--- src/rtl/ex_muldiv_unit.sv ---
// Iterative RV32M multiply/divide unit for the EX stage.
// Shift-add multiply and restoring divide on operand magnitudes, fixed 33-cycle latency.
module ex_muldiv_unit #(
   parameter int XLEN = 32,
   parameter int ITER = 32
) (
   input  logic            CLK,
   input  logic            RESET,
   input  logic            START,
   input  logic            KILL,
   input  logic [2:0]      OP,
   input  logic [XLEN-1:0] OPERAND1,
   input  logic [XLEN-1:0] OPERAND2,
   input  logic [4:0]      REG_WRITE_ADDR,
   output logic [XLEN-1:0] RESULT,
   output logic [4:0]      RESULT_REG_WRITE_ADDR,
   output logic            DONE,
   output logic            BUSY
);

   localparam int CW = $clog2(ITER);

   typedef enum logic [1:0] {
      IDLE,
      CALC,
      FIN
   } state_t;

   state_t state, next_state;

   logic [CW-1:0]     cnt;
   logic [2:0]        op_q;
   logic [4:0]        addr_q;
   logic [XLEN-1:0]   a;
   logic [XLEN-1:0]   b;
   logic [2*XLEN-1:0] acc;
   logic [XLEN:0]     rem;
   logic              prod_neg;
   logic              quo_neg;
   logic              rem_neg;

   logic              signed1;
   logic              signed2;
   logic              neg1;
   logic              neg2;
   logic [XLEN-1:0]   mag1;
   logic [XLEN-1:0]   mag2;
   logic              launch;
   logic              last_iter;

   logic [XLEN:0]     mul_sum;
   logic [XLEN:0]     div_trial;
   logic [XLEN+1:0]   div_diff;
   logic              div_ge;

   logic [2*XLEN-1:0] prod_fix;
   logic [XLEN-1:0]   quo_fix;
   logic [XLEN-1:0]   rem_fix;
   logic [XLEN-1:0]   result_sel;
   logic              unused_rem_msb;

   assign BUSY      = (state != IDLE);
   assign launch    = (state == IDLE) && START && !KILL;
   assign last_iter = (cnt == CW'(ITER - 1));

   // Only MULH/MULHSU/DIV/REM read rs1 as signed; MULHSU keeps rs2 unsigned.
   assign signed1 = (OP == 3'd1) || (OP == 3'd2) || (OP == 3'd4) || (OP == 3'd6);
   assign signed2 = (OP == 3'd1) || (OP == 3'd4) || (OP == 3'd6);
   assign neg1    = signed1 && OPERAND1[XLEN-1];
   assign neg2    = signed2 && OPERAND2[XLEN-1];
   assign mag1    = neg1 ? -OPERAND1 : OPERAND1;
   assign mag2    = neg2 ? -OPERAND2 : OPERAND2;

   // Multiply keeps the multiplicand in a and shifts the multiplier out of b;
   // divide shifts the dividend out of a against the divisor held in b.
   assign mul_sum   = {1'b0, acc[2*XLEN-1:XLEN]} + (b[0] ? {1'b0, a} : '0);
   assign div_trial = {rem[XLEN-1:0], a[XLEN-1]};
   assign div_diff  = {1'b0, div_trial} - {2'b00, b};
   assign div_ge    = ~div_diff[XLEN+1];

   assign prod_fix = prod_neg ? -acc : acc;
   assign quo_fix  = quo_neg ? -a : a;
   assign rem_fix  = rem_neg ? -rem[XLEN-1:0] : rem[XLEN-1:0];

   // A partial remainder below the divisor never reaches the top bit.
   assign unused_rem_msb = rem[XLEN];

   always_comb begin
      result_sel = '0;
      case (op_q)
         3'd0:                   result_sel = prod_fix[XLEN-1:0];
         3'd1, 3'd2, 3'd3:       result_sel = prod_fix[2*XLEN-1:XLEN];
         3'd4, 3'd5:             result_sel = quo_fix;
         default:                result_sel = rem_fix;
      endcase
   end

   // State register; reset outranks everything.
   always_ff @(posedge CLK) begin
      if (RESET) begin
         state <= IDLE;
      end else begin
         state <= next_state;
      end
   end

   // Next-state logic; a flush returns to IDLE from any state.
   always_comb begin
      next_state = state;
      case (state)
         IDLE:    if (START) next_state = CALC;
         CALC:    if (last_iter) next_state = FIN;
         FIN:     next_state = IDLE;
         default: next_state = IDLE;
      endcase
      if (KILL) next_state = IDLE;
   end

   // Datapath: capture on launch, one iteration per CALC cycle, commit in FIN.
   always_ff @(posedge CLK) begin
      if (RESET) begin
         RESULT                <= '0;
         RESULT_REG_WRITE_ADDR <= '0;
         DONE                  <= 1'b0;
         cnt                   <= '0;
         op_q                  <= '0;
         addr_q                <= '0;
         a                     <= '0;
         b                     <= '0;
         acc                   <= '0;
         rem                   <= '0;
         prod_neg              <= 1'b0;
         quo_neg               <= 1'b0;
         rem_neg               <= 1'b0;
      end else begin
         DONE <= 1'b0;
         case (state)
            IDLE: begin
               if (launch) begin
                  op_q     <= OP;
                  addr_q   <= REG_WRITE_ADDR;
                  a        <= mag1;
                  b        <= mag2;
                  acc      <= '0;
                  rem      <= '0;
                  cnt      <= '0;
                  prod_neg <= neg1 ^ neg2;
                  quo_neg  <= (neg1 ^ neg2) && (OPERAND2 != '0);
                  rem_neg  <= neg1;
               end
            end
            CALC: begin
               cnt <= cnt + 1'b1;
               if (op_q[2]) begin
                  a   <= {a[XLEN-2:0], div_ge};
                  rem <= div_ge ? div_diff[XLEN:0] : div_trial;
               end else begin
                  acc <= {mul_sum, acc[XLEN-1:1]};
                  b   <= {1'b0, b[XLEN-1:1]};
               end
            end
            FIN: begin
               if (!KILL) begin
                  RESULT                <= result_sel;
                  RESULT_REG_WRITE_ADDR <= addr_q;
                  DONE                  <= 1'b1;
               end
            end
            default: ;
         endcase
      end
   end

endmodule

--- config.mk ---
export PLATFORM = sky130hd
export DESIGN_NAME = ex_muldiv_unit
export DESIGN_NICKNAME = d
export VERILOG_FILES = /design/src/rtl/ex_muldiv_unit.sv
export SDC_FILE = /design/constraint.sdc
export NUM_CORES = 1
export LEC_CHECK = 0
export CORE_UTILIZATION = 33
export CTS_CLUSTER_DIAMETER = 40
export DETAILED_ROUTE_END_ITERATION = 16
export PLACE_DENSITY_LB_ADDON = 0.05
export SKIP_LAST_GASP = 1
export SLEW_MARGIN = 20
export SYNTH_ARGS = -nofsm -noshare
export SYNTH_HDL_FRONTEND = slang
export SYNTH_SLANG_ARGS = --single-unit
--- constraint.sdc ---
create_clock -name CLK -period 4.21 [get_ports CLK]
set_clock_uncertainty 0.2 [all_clocks]
set_input_delay 1.263 -clock CLK [delete_from_list [all_inputs] [get_ports CLK]]
set_output_delay 1.263 -clock CLK [all_outputs]
set_load 0.02 [all_outputs]
After elaboration in Yosys (flattened, before gate mapping)
Index checks and enable logic that the tools add are counted.
{ "totals": {"output_inout_bits": 39, "input_bits": 76, "elab_cells": 95, "regBits": 216} }
{ "classes": {"n_eq_ne": 17, "bitwise_logic": 4, "reduce_logical": 26, "n_mux": 26, "add_sub_neg": 8} }
{ "op_table": {"columns": ["cell", "n"], "rows": [
  ["two-way mux 32 bit", 12],
  ["two-way mux 64 bit", 3],
  ["one-hot mux 32 bit (2 select lines)", 3],
  ["negation 32 bit", 4],
  ["one-hot mux 64 bit (2 select lines)", 1],
  ["one-hot mux 32 bit (3 select lines)", 1],
  ["negation 64 bit", 1],
  ["subtractor 33 x 32 -> 34 bit", 1],
  ["adder 32 x 32 -> 33 bit", 1],
  ["nonzero test 32 bit", 1],
  ["== test 3 bit (second input constant)", 4],
  ["inequality test 2 bit (second input constant)", 5],
  ["one-hot mux 5 bit (2 select lines)", 1],
  ["== test 3 x 2 -> 1 bit (second input constant)", 3],
  ["AND reduction 2 bit", 4],
  ["== test 3 x 1 -> 1 bit (second input constant)", 2],
  ["AND reduction 3 bit", 2],
  ["OR reduction 2 bit", 3],
  ["adder 5 x 1 -> 5 bit (second input constant)", 1],
  ["== test 5 bit (second input constant)", 1],
  ["logical AND 1 bit", 5],
  ["logical OR 1 bit", 5],
  ["two-way mux 5 bit", 1],
  ["two-way mux 2 bit", 2],
  ["other kinds (11)", 14]
]} }

Depth between registers and ports, before layout
{ "logic_depth": {"word_depth": 8, "depth_mapped": 15} }

Worst setup path after synthesis
Ideal clock, no wire load.
{ "synth_timing": {"path_kind": "in2reg", "startpoint": "input OPERAND2[14]", "endpoint": "register b[30]", "required_time_ps": 3882, "slack_ps": 425, "stages": 9, "t_arrival_ps": 3458, "cell_sequence": "or4_1 -> or4_1 -> nor3_1 -> nand2_1 -> o41ai_1 -> xor2_1 -> a21oi_1 -> a21oi_1 -> nor2_1"} }
{ "synth_between": {"elab_chain_cells": 4} }
{ "synth_rtl": {"columns": ["item", "line_no", "rtl"], "rows": [
  ["start: declaration", "13", "input logic [XLEN-1:0] OPERAND2,"],
  ["negation 32 bit", "72", "assign mag2 = neg2 ? -OPERAND2 : OPERAND2;"],
  ["two-way mux 32 bit", "72", null],
  ["two-way mux 32 bit", "139", "if (launch) begin"],
  ["one-hot mux 32 bit (2 select lines)", "137", "case (state)"],
  ["end signal: assignment", "143", "b <= mag2;"],
  ["end signal: assignment", "159", "b <= {1'b0, b[XLEN-1:1]};"],
  ["end: declaration", "35", "logic [XLEN-1:0] b;"]
]} }
No other way between the ends. The select of a mux whose other input is x is not followed.
A chain may end at the register's enable or synchronous reset.

Worst setup path in the final report
{ "layout_timing": {"startpoint": "register b[0]", "endpoint": "register acc[61]"} }
{ "layout_between": {"elab_chain_cells": 4} }
{ "layout_rtl": {"columns": ["item", "line_no", "rtl"], "rows": [
  ["two-way mux 32 bit", "76", "assign mul_sum = {1'b0, acc[2*XLEN-1:XLEN]} + (b[0] ? {1'b0, a} : '0);"],
  ["adder 32 x 32 -> 33 bit", "76", null],
  ["two-way mux 64 bit", "154", "if (op_q[2]) begin"],
  ["one-hot mux 64 bit (2 select lines)", "137", null],
  ["end signal: assignment", "158", "acc <= {mul_sum, acc[XLEN-1:1]};"],
  ["end: declaration", "36", "logic [2*XLEN-1:0] acc;"]
]} }
No other way between the ends. The select of a mux whose other input is x is not followed.

==> impl_metrics.sql <==
INSERT INTO impl_metrics (metric_group, metric, value, unit) VALUES
('setup_path', 'worstSetupStartpoint', 'b[0]$_SDFFE_PP0P_', ''),
('floorplan', 'die_x', '224', 'µm'),
('setup_path', 'critPathBufInv', '2', ''),
('global_route', 'gr-usage-met1', '31.9', '%'),
('global_route', 'grt_remaining_overflow', '0', ''),
('global_route', 'grt_first_pass_wirelength', '92500', 'µm'),
('clock_tree', 'cts_root_buffer', 'sky130_fd_sc_hd__clkbuf_16', ''),
('final_layout', 'drive_gt1_share', '9.72', '%'),
('timing', 'grt_setup_unrepaired', 'no', ''),
('drt', 'pre_antenna_drt_iters', '5', ''),
('setup_path', 'critical_path.max_stage_delay', '0.49', 'ns'),
('yosys', 'synth_area_per_cell', '7.45', 'µm²'),
('timing', 'final-max-slew-violation-count', '0', ''),
('setup_path', 'timing.critical_path.slowest_stage_cell', 'sky130_fd_sc_hd__dfxtp_1', ''),
('place', 'io_buffer_count', '114', ''),
('setup_path', 'worstPathArrival', '4.10', 'ns'),
('yosys', 'async_flop_share', '0', '%'),
('timing', 'fmaxAchievable', '0.261', 'GHz'),
('timing', 'post-route-period-util', '91.1', '%'),
('status', 'status', 'finished, final reports clean', ''),
('yosys', 'synth_seq_cells', '216', ''),
('final_layout', 'multiInputGateArea', '0.0111', 'mm²'),
('global_route', 'grt_start_max_net_pins', '86', ''),
('place', 'dpl.hpwl', '45400', 'µm'),
('setup_path', 'critPathCaptureType', 'flip-flop', ''),
('drt', 'detail_route.wirelength', '58900', 'µm'),
('clock_tree', 'cts-root-to-sink-buffers', '3', ''),
('floorplan', 'initial_core_utilization', '33.7', '%'),
('clock_tree', 'cts_hold_repair.buffers', '0', ''),
('setup_path', 'worst_setup_path_endpoint', 'acc[61]$_SDFFE_PP0P_', ''),
('floorplan', 'std_cell_rows', '80', ''),
('floorplan', 'fp.coreArea', '0.0481', 'mm²'),
('setup_path', 'worst-path-max-fanout', '9', ''),
('clock_tree', 'cts_htree_levels', '2', ''),
('setup_path', 'timing.critical_path.max_delay_family', 'compound AO/OA/AOI/OAI gates', ''),
('timing', 'final_period_minus_worst_setup_slack', '3.84', 'ns'),
('timing', 'final.hold.worst_slack', '0.254', 'ns'),
('setup_path', 'critical_path_cell_count', '15', ''),
('drt', 'dr.first_iter.drc_count', '1235', ''),
('final_layout', 'layout-area-overhead-vs-synth', '24.5', '%'),
('yosys', 'synth_top_flop_cell', 'sky130_fd_sc_hd__dfxtp_1', ''),
('final_layout', 'total_of_fill_cells_in_the_finished_design', '4957', ''),
('global_route', 'via_count_of_the_first_global_routing_pass', '15671', ''),
('clock_tree', 'number_of_buffers_added_by_the_clock_tree_synthesis_step', '53', ''),
('clock_tree', 'clock_edge_transition_at_the_registers_on_the_reported_setup_and_hold_paths', '0.05', 'ns'),
('setup_path', 'crit_required', '4.48', 'ns'),
('hold_path', 'hold-path-cell-count', '2', ''),
('setup_path', 'critical_path.reg2reg.endpoint', 'acc[61]$_SDFFE_PP0P_', ''),
('drt', 'viasPerCell', '5.45', ''),
('drt', 'detailroute.via_count', '16295', ''),
('final_layout', 'most_common_cell_after_layout_fill_and_taps_aside', 'sky130_fd_sc_hd__nor2_1', ''),
('global_route', 'grt.total_usage', '23.5', '%'),
('power_and_ir_drop', 'pwr_density_cell', '375', 'mW/mm²'),
('final_layout', 'insertedDiodeCount', '0', ''),
('timing', 'worstMarginPinSlew', '0.966', 'ns'),
('timing', 'setup_violation_total_in_the_final_timing_report', '0', ''),
('yosys', 'yosysUniqueCellTypes', '87', ''),
('clock_tree', 'cts-resized-gates', '0', ''),
('global_route', 'top_usage_layer', 'met2', ''),
('clock_tree', 'numClockSinks', '216', ''),
('floorplan', 'die_height', '224', 'µm'),
('clock_tree', 'worst_skew_pair.late_latency', '0.60', 'ns'),
('yosys', 'postSynthCellCount', '2179', ''),
('setup_path', 'r2r_slack', '0.37', 'ns'),
('final_layout', 'mostFrequentLayoutCells', 'sky130_fd_sc_hd__nor2_1, sky130_fd_sc_hd__dfxtp_1, sky130_fd_sc_hd__nand2_1, sky130_fd_sc_hd__a21oi_1, sky130_fd_sc_hd__o21ai_0', ''),
('setup_path', 'critical_path.startpoint_type', 'flip-flop', ''),
('setup_path', 'r2r.worst_path.cells', '15', ''),
('drt', 'post-route-drc-count', '0', ''),
('final_layout', 'regArea', '0.00433', 'mm²'),
('setup_path', 'crit_type', 'reg2reg', ''),
('drt', 'wire_per_inst', '19.7', 'µm');
-- through the flow --
step | instance area, µm² | setup slack [ns]
2_1_floorplan | 16200 | 0.425
3_3_place_gp | 18300 | -0.0352
3_5_place_dp | 18300 | -0.00906
4_1_cts | 20200 | 0.371
5_1_grt | 20200 | 0.0472
6_report | 20200 | 0.375
-- layer usage --
| metal | vias up | routed length [µm] | part of all wire (%) |
|---|---|---|---|
| li1 | 8115 | - | - |
| met1 | 7690 | 28100 | 48 |
| met2 | 395 | 26200 | 45 |
| met3 | 95 | 2400 | 4.1 |
| met4 | 0 | 2200 | 3.7 |
| met5 | - | 0 | 0 |
-- synthesized netlist by cell type (all sizes together), types with 36 or more instances --
cell / n / area share [%]
a211oi: 55 / 2.5
a21oi: 184 / 5.7
a22oi: 42 / 1.9
and2: 40 / 1.5
clkbuf: 128 / 3.2
dfxtp: 216 / 27
ha: 72 / 5.6
inv: 73 / 1.7
nand2: 200 / 4.7
nand3: 36 / 1.1
nor2: 264 / 6.1
nor3: 55 / 1.8
o21ai: 171 / 5.3
o31ai: 51 / 2.4
xnor2: 117 / 6.3
xor2: 105 / 5.7
-- kinds of logic after synthesis --
logic type / count (synthesis) / share of synthesized area [%]
adders and majority gates: 74 / 5.80
muxes: 23 / 1.42
xor gates and xnor gates: 222 / 12.0
buffers and inverters: 215 / 5.38
AOI/OAI and AO/OA: 689 / 27.3
and+or+nand+nor: 740 / 21.4
DFF: 216 / 26.6
-- where the power goes --
| group | total, mW | switching, mW | internal (mW) | leakage, nW |
|---|---|---|---|---|
| registers | 2.18 | 0.0792 | 2.10 | 1.75 |
| clock network | 4.32 | 1.48 | 2.84 | 0.918 |
| logic | 1.08 | 0.653 | 0.427 | 5.27 |
| total | 7.58 | 2.22 | 5.36 | 7.94 |
-- final cells by class --
class                      count  area share, %
clock buffer                  57           6.95
clock inverter                42           2.40
inverter                      73           1.36
multi-input combinational   1748           54.8
sequential                   216           21.4
tap                          656           4.06
timing repair buffer         200           9.02
-- registers in the layout, indices dropped and copies added, names as in the netlist --
signal                 count
DONE                       1
rem                       32
acc                       64
RESULT_REG_WRITE_ADDR      5
prod_neg                   1
rem_neg                    1
cnt                        5
a                         32
b                         32
op_q                       3
addr_q                     5
state                      2
RESULT                    32
quo_neg                    1
-- worst min-delay path by stage --
stage,startpoint,end
final,addr_q[0]$_SDFFE_PP0P_,addr_q[0]$_SDFFE_PP0P_
after global routing,addr_q[1]$_SDFFE_PP0P_,addr_q[1]$_SDFFE_PP0P_
after CTS,addr_q[1]$_SDFFE_PP0P_,addr_q[1]$_SDFFE_PP0P_
after detailed placement,addr_q[1]$_SDFFE_PP0P_,addr_q[1]$_SDFFE_PP0P_
after global placement,addr_q[1]$_SDFFE_PP0P_,RESULT_REG_WRITE_ADDR[1]$_SDFFE_PP0P_
after floorplan,cnt[3]$_SDFFE_PP0P_,cnt[3]$_SDFFE_PP0P_
-- worst min-delay path, cell delays in order (launching register included) --
cell and delay (ns):
sky130_fd_sc_hd__dfxtp_1 0.30, sky130_fd_sc_hd__nand2_1 0.05, sky130_fd_sc_hd__a21oi_1 0.05
Power figures use the tool's default switching activity.
